## src/rtl/mem_wb_stage.sv

```systemverilog
// mem_wb_stage: MEM/WB pipeline register with load extraction, misalignment detection and writeback select
//   Inputs : CLK, RST_N (async, active low), StallW, FlushW, M-stage control/data
//            (RegWriteM, MemtoRegM, LoadTypeM, ALUOutM, WriteRegM) and memory read data RD.
//   Outputs: register-file write port (RegWriteW, WriteRegW, ResultW), AlignErrW, LoadCntW.
module mem_wb_stage #(
   parameter int          CNT_W     = 16,
   parameter logic [31:0] UNDEF_VAL = 32'hxxxxxxxx
) (
   input  logic             CLK,
   input  logic             RST_N,
   input  logic             StallW,
   input  logic             FlushW,
   input  logic             RegWriteM,
   input  logic             MemtoRegM,
   input  logic [2:0]       LoadTypeM,
   input  logic [31:0]      ALUOutM,
   input  logic [4:0]       WriteRegM,
   input  logic [31:0]      RD,
   output logic             RegWriteW,
   output logic [4:0]       WriteRegW,
   output logic [31:0]      ResultW,
   output logic             AlignErrW,
   output logic [CNT_W-1:0] LoadCntW
);
   logic             reg_write_q, reg_write_d;
   logic             mem_to_reg_q, mem_to_reg_d;
   logic [2:0]       load_type_q, load_type_d;
   logic [31:0]      alu_out_q, alu_out_d;
   logic [4:0]       write_reg_q, write_reg_d;
   logic             stall_q, stall_d;
   logic [31:0]      rd_hold_q, rd_hold_d;
   logic [CNT_W-1:0] load_cnt_q, load_cnt_d;
   logic [31:0]      word, load_v;
   logic [1:0]       off;
   logic [7:0]       lane_b;
   logic [15:0]      lane_h;
   logic             is_lw, is_h;

   // RD is only captured on the first stall edge, so a long stall keeps the
   // data that belonged to the load even if memory changes underneath it.
   always_comb begin
      reg_write_d  = reg_write_q;
      mem_to_reg_d = mem_to_reg_q;
      load_type_d  = load_type_q;
      alu_out_d    = alu_out_q;
      write_reg_d  = write_reg_q;
      stall_d      = stall_q;
      rd_hold_d    = rd_hold_q;
      if (FlushW) begin
         reg_write_d  = 1'b0;
         mem_to_reg_d = 1'b0;
         load_type_d  = 3'd0;
         alu_out_d    = 32'd0;
         write_reg_d  = 5'd0;
         stall_d      = 1'b0;
      end else if (StallW) begin
         stall_d   = 1'b1;
         rd_hold_d = stall_q ? rd_hold_q : RD;
      end else begin
         reg_write_d  = RegWriteM;
         mem_to_reg_d = MemtoRegM;
         load_type_d  = LoadTypeM;
         alu_out_d    = ALUOutM;
         write_reg_d  = WriteRegM;
         stall_d      = 1'b0;
      end
   end

   // Big-endian lanes: offset 0 selects the most significant byte/half.
   always_comb begin
      word   = stall_q ? rd_hold_q : RD;
      off    = alu_out_q[1:0];
      lane_b = off == 2'd0 ? word[31:24] : off == 2'd1 ? word[23:16] :
               off == 2'd2 ? word[15:8]  : word[7:0];
      lane_h = off[1] ? word[15:0] : word[31:16];
      is_h   = load_type_q == 3'd1 || load_type_q == 3'd2;
      is_lw  = !is_h && load_type_q != 3'd3 && load_type_q != 3'd4;
      load_v = load_type_q == 3'd1 ? {{16{lane_h[15]}}, lane_h} :
               load_type_q == 3'd2 ? {16'd0, lane_h} :
               load_type_q == 3'd3 ? {{24{lane_b[7]}}, lane_b} :
               load_type_q == 3'd4 ? {24'd0, lane_b} : word;
      AlignErrW  = mem_to_reg_q && ((is_lw && off != 2'd0) || (is_h && off[0]));
      ResultW    = AlignErrW ? UNDEF_VAL : mem_to_reg_q ? load_v : alu_out_q;
      RegWriteW  = reg_write_q && !AlignErrW && write_reg_q != 5'd0;
      WriteRegW  = write_reg_q;
      // A stalled load is counted only on the edge where it actually leaves W.
      load_cnt_d = load_cnt_q + CNT_W'(RegWriteW && mem_to_reg_q && !StallW && !FlushW);
      LoadCntW   = load_cnt_q;
   end

   always_ff @(posedge CLK or negedge RST_N) begin
      if (!RST_N) begin
         reg_write_q  <= 1'b0;
         mem_to_reg_q <= 1'b0;
         load_type_q  <= 3'd0;
         alu_out_q    <= 32'd0;
         write_reg_q  <= 5'd0;
         stall_q      <= 1'b0;
         rd_hold_q    <= 32'd0;
         load_cnt_q   <= '0;
      end else begin
         reg_write_q  <= reg_write_d;
         mem_to_reg_q <= mem_to_reg_d;
         load_type_q  <= load_type_d;
         alu_out_q    <= alu_out_d;
         write_reg_q  <= write_reg_d;
         stall_q      <= stall_d;
         rd_hold_q    <= rd_hold_d;
         load_cnt_q   <= load_cnt_d;
      end
   end
endmodule

```

## config.mk

```make
export PLATFORM = sky130hd
export DESIGN_NAME = mem_wb_stage
export DESIGN_NICKNAME = d
export VERILOG_FILES = /design/src/rtl/mem_wb_stage.sv
export SDC_FILE = /design/constraint.sdc
export NUM_CORES = 1
export LEC_CHECK = 0
export CORE_MARGIN = 3
export CORE_UTILIZATION = 45
export DETAILED_ROUTE_END_ITERATION = 7
export GPL_TIMING_DRIVEN = 0
export PLACE_DENSITY_LB_ADDON = 0.25
export SYNTH_ARGS = -nofsm -noshare
export SYNTH_HDL_FRONTEND = slang
export SYNTH_SLANG_ARGS = --single-unit
```

## constraint.sdc

```tcl
create_clock -name CLK -period 2.99 [get_ports CLK]
set_input_delay 0.7475 -clock CLK [delete_from_list [all_inputs] [get_ports CLK]]
set_output_delay 0.7475 -clock CLK [all_outputs]
set_load 0.01 [all_outputs]
```

==> results.yml <==
timing:
  postLayoutSetupSlackWorst_ns: -0.274
  share_of_the_clock_period_used_by_the_worst_path_after_layout_pct: 109
  clock_skew_after_layout_ns: 0.0164
  max_clock_freq_mhz: 306
  finalMaxSlewViolations: 0
  setup-tns-final_ns: -3.90
  slew_headroom_pct: 46.2
  final-setup-viol-count: 30
  worst_slew_pin_slew_ns: 0.807
  report.final.hold_viol_count: 0
  rsz_0062_raised_after_global_routing: "yes"
  finalCriticalPeriod_ns: 3.26
finish:
  final_nets: 737
  drive_above_1_share_pct: 21.1
  finalInstanceArea_sq_um: 6990
  synthToLayoutAreaGrowth_pct: 41.0
  antenna-diode-count: 0
route:
  drc_errors: 0
  postRouteAntennaNets: 0
  detail_route.wl_per_cell_microns: 18.5
  routed_via_density: 5.63
  wl_microns: 14700
  drtIter0Drc: 325
  dr_total_vias: 4491
  number_of_search_and_repair_iterations_in_the_first_detailed_routing_pass: 7
synth:
  synthFlopType: "sky130_fd_sc_hd__dfrtp_1"
  ys_ff_latch: 91
  syn_avg_cell_area_sq_um: 9.94
  postSynthNetCount: 579
  synthTopCellsByArea: "sky130_fd_sc_hd__dfrtp_1 (46%), sky130_fd_sc_hd__mux2i_1 (15%), sky130_fd_sc_hd__nor2_1 (6.1%)"
  synth_top_area_cell: "sky130_fd_sc_hd__dfrtp_1"
  netlist_instances: 499
  distinct_cells_synth: 43
  yosys_warnings: 0
  ys_seq_area_share_pct: 45.9
  number_of_enable_flip_flop_cells_after_synthesis: 0
  yosys.area.top_type_share_pct: 45.9
  synthArstFlopShare_pct: 100
  post_synth_instance_area_sq_um: 4960
clock_tree:
  cts_root_buffer: "sky130_fd_sc_hd__clkbuf_8"
  cts_hold_buffers: 0
  clkSinkCount: 91
  cts_made_buffers: 9
  htree_num_levels: 3
  clock_latency_ns: 0.37
  cts.reportedPaths.clkPinSlew_ns: 0.09
  ctsLongestPathBuffers: 2
  tritoncts_clock_tree: "built"
pwr:
  peakVddDrop_uv: 247
  internal_power_uw: 2070
  p_leak_uw: 0.00316
  switching_share_of_power_pct: 31.6
  power-per-cell-area_nw_per_um2: 434
  power_frac_clock_pct: 26.4
  share_seq_of_total_power_pct: 46.7
  switching_power_of_the_nets_uw: 957
  p_comb_share_pct: 26.9
floorplan:
  fp.dieW_microns: 111
  std_cell_rows: 37
  die_y_microns: 111
  initial_core_util_pct: 47.2
  dieArea_sq_um: 12300
  core_region_area_sq_um: 10500
  floorplan.io_pins: 133
global_routing:
  grt_start_max_net_pins: 48
  global_routing_usage_summed_across_all_routing_layers_pct: 23.7
  gr-total-overflow: 0
  grt_pass1_vias: 4481
  grt_first_pass_wirelength_microns: 23600
  antenna_found_initial: 0
place:
  place_area_sq_um: 6450
  detailedPlacementHpwl_microns: 10700
  portBuffers: 130
  gp_congestion: 0.944
worst_setup_path:
  timing.critical_path.cells: "buf_6, buf_4, buf_12, mux2i_4, a21oi_1, a211oi_1, a21oi_1, dlygate4sd2_1"
  crit_family: "buffers and inverters"
  critPathMaxFanout: 10
  crit_type: "reg2out"
  cp-endpoint: "ResultW[6]"
  worstPathArrival_ns: 2.52
  critPathMaxStageDelay_ns: 0.36
  worst_path_max_delay_cell: "sky130_fd_sc_hd__dfrtp_1"
  crit_start: "stall_q"
  crit_path_end_kind: "output port"
  top_cell_by_count_worst_path: "sky130_fd_sc_hd__a21oi_1"
  worst_r2r_startpoint: "load_type_q[0]"
  worstReg2RegEnd: "LoadCntW[11]"
  startpoint_kind_of_the_worst_setup_timing_path: "register"
  reg2reg_depth: 11
  timing.critical_path.buf_inv: 4
  timing.reg2reg.setup_slack_ns: 0.30
  worst-endpoint-required_ns: 2.24
  crit_cells: 8
job:
  maxCapViolCount: 0
hold_path:
  hp-class: "in2async"
outcome:
  failed_checks: "negative setup slack"
  result_of_the_run: "finished with violations"
layout by cell type (no fill, tap or decap), types with 3 or more instances in the layout:
| master | n |
|---|---|
| sky130_fd_sc_hd__o22ai_1 | 13 |
| sky130_fd_sc_hd__nand2_1 | 38 |
| sky130_fd_sc_hd__buf_1 | 5 |
| sky130_fd_sc_hd__buf_2 | 26 |
| sky130_fd_sc_hd__nand3_1 | 8 |
| sky130_fd_sc_hd__mux2i_4 | 13 |
| sky130_fd_sc_hd__a211oi_1 | 4 |
| sky130_fd_sc_hd__xor2_1 | 7 |
| sky130_fd_sc_hd__nand4_1 | 3 |
| sky130_fd_sc_hd__buf_4 | 16 |
| sky130_fd_sc_hd__inv_6 | 3 |
| sky130_fd_sc_hd__o21ai_0 | 26 |
| sky130_fd_sc_hd__o22a_1 | 16 |
| sky130_fd_sc_hd__clkdlybuf4s50_1 | 92 |
| sky130_fd_sc_hd__buf_6 | 14 |
| sky130_fd_sc_hd__mux2i_2 | 5 |
| sky130_fd_sc_hd__clkbuf_1 | 15 |
| sky130_fd_sc_hd__inv_1 | 6 |
| sky130_fd_sc_hd__a21oi_2 | 9 |
| sky130_fd_sc_hd__xnor2_1 | 8 |
| sky130_fd_sc_hd__clkbuf_8 | 10 |
| sky130_fd_sc_hd__dfrtp_1 | 90 |
| sky130_fd_sc_hd__mux2_2 | 21 |
| sky130_fd_sc_hd__nor3_1 | 13 |
| sky130_fd_sc_hd__dlygate4sd2_1 | 10 |
| sky130_fd_sc_hd__a21oi_1 | 11 |
| sky130_fd_sc_hd__nor2_1 | 80 |
| sky130_fd_sc_hd__mux2i_1 | 58 |
worst min path at each step:
| stage | start | to | depth (start not counted) |
|---|---|---|---|
| 2_1_floorplan | RST_N | LoadCntW[0] | 0 |
| 3_3_place_gp | rd_hold_q[23] | rd_hold_q[23] | 2 |
| 3_5_place_dp | LoadCntW[15] | LoadCntW[15] | 1 |
| 4_1_cts | RST_N | LoadCntW[10] | 1 |
| 5_1_grt | RST_N | LoadCntW[10] | 1 |
| 6_report | RST_N | LoadCntW[10] | 1 |
logic make-up (layout without fill, tap and decap cells):
| group | count (synthesis) | count (layout) | synth area share [%] |
|---|---|---|---|
| xor gates and xnor gates | 16 | 16 | 2.83 |
| buffers and inverters | 43 | 206 | 3.89 |
| and+or+nand+nor | 156 | 156 | 13.8 |
| muxes | 98 | 98 | 20.6 |
| DFF | 91 | 91 | 45.9 |
| adders and majority gates | 2 | 2 | 0.505 |
| AOI/OAI and AO/OA | 93 | 93 | 12.5 |
sequential cells by signal, indices dropped and copies added, names as in the netlist:
name          cells
mem_to_reg_q      1
LoadCntW         16
load_type_q       3
reg_write_q       1
stall_q           1
WriteRegW         5
rd_hold_q        32
alu_out_q        32
per-stage QoR:
| stage | hold slack, ns | power (uW) | util, % | setup WS [ns] | instances |
|---|---|---|---|---|---|
| detailed placement | 0.465 | 2170 | 61.4 | -0.876 | 766 |
| global placement | 0.461 | 2150 | 61.2 | -2.11 | 765 |
| CTS | 0.400 | 3010 | 65.7 | -0.213 | 796 |
| floorplan | 0.450 | 1810 | - | 0.272 | 499 |
| finish | 0.376 | 3030 | 66.5 | -0.274 | 798 |
| global route | 0.411 | 3180 | 66.5 | -0.324 | 798 |
layer usage:
layer,part of all wire (%),vias to the layer above,routed length [microns],global-route usage (%)
met3,7.3,32,1080,5.29
li1,-,2075,-,-
met5,0,-,0,0
met4,2.3,0,334,6.49
met2,48,189,7050,38.7
met1,43,2195,6280,32.0
synth_stat cells, types with 2 or more instances:
master / number
sky130_fd_sc_hd__a211oi_1: 5
sky130_fd_sc_hd__a21oi_1: 21
sky130_fd_sc_hd__and4_1: 2
sky130_fd_sc_hd__buf_1: 5
sky130_fd_sc_hd__buf_2: 10
sky130_fd_sc_hd__buf_6: 2
sky130_fd_sc_hd__clkbuf_1: 19
sky130_fd_sc_hd__dfrtp_1: 91
sky130_fd_sc_hd__ha_1: 2
sky130_fd_sc_hd__inv_1: 6
sky130_fd_sc_hd__mux2_2: 21
sky130_fd_sc_hd__mux2i_1: 76
sky130_fd_sc_hd__nand2_1: 38
sky130_fd_sc_hd__nand3_1: 9
sky130_fd_sc_hd__nand4_1: 3
sky130_fd_sc_hd__nor2_1: 81
sky130_fd_sc_hd__nor3_1: 13
sky130_fd_sc_hd__o21ai_0: 28
sky130_fd_sc_hd__o22a_1: 16
sky130_fd_sc_hd__o22ai_1: 13
sky130_fd_sc_hd__or3_1: 2
sky130_fd_sc_hd__xnor2_1: 9
sky130_fd_sc_hd__xor2_1: 7
what timing repair did:
item	CTS	global route
pin swaps	22	9
cloned	1	0
endpoints found under the setup margin	32	34
gates resized for setup	176	24
setup buffers	16	3
cell type report:
cell class                      count  area [sq um]
Multi-Input combinational cell    365          2760
Clock inverter                      6          46.3
Inverter                            6          22.5
Clock buffer                       10           138
Sequential cell                    91          2280
Buffer                             35           206
Tap cell                          136           170
Timing Repair Buffer              149          1370
Fill cell                         832          3520
power groups by stage:
stage               clock network (uW)  registers, uW  logic [uW]
finish                             801           1420         815
global route                       871           1430         880
CTS                                814           1410         790
detailed placement                   0           1420         753
global placement                     0           1410         734
floorplan                            0           1400         405
Power figures use the tool's default switching activity.
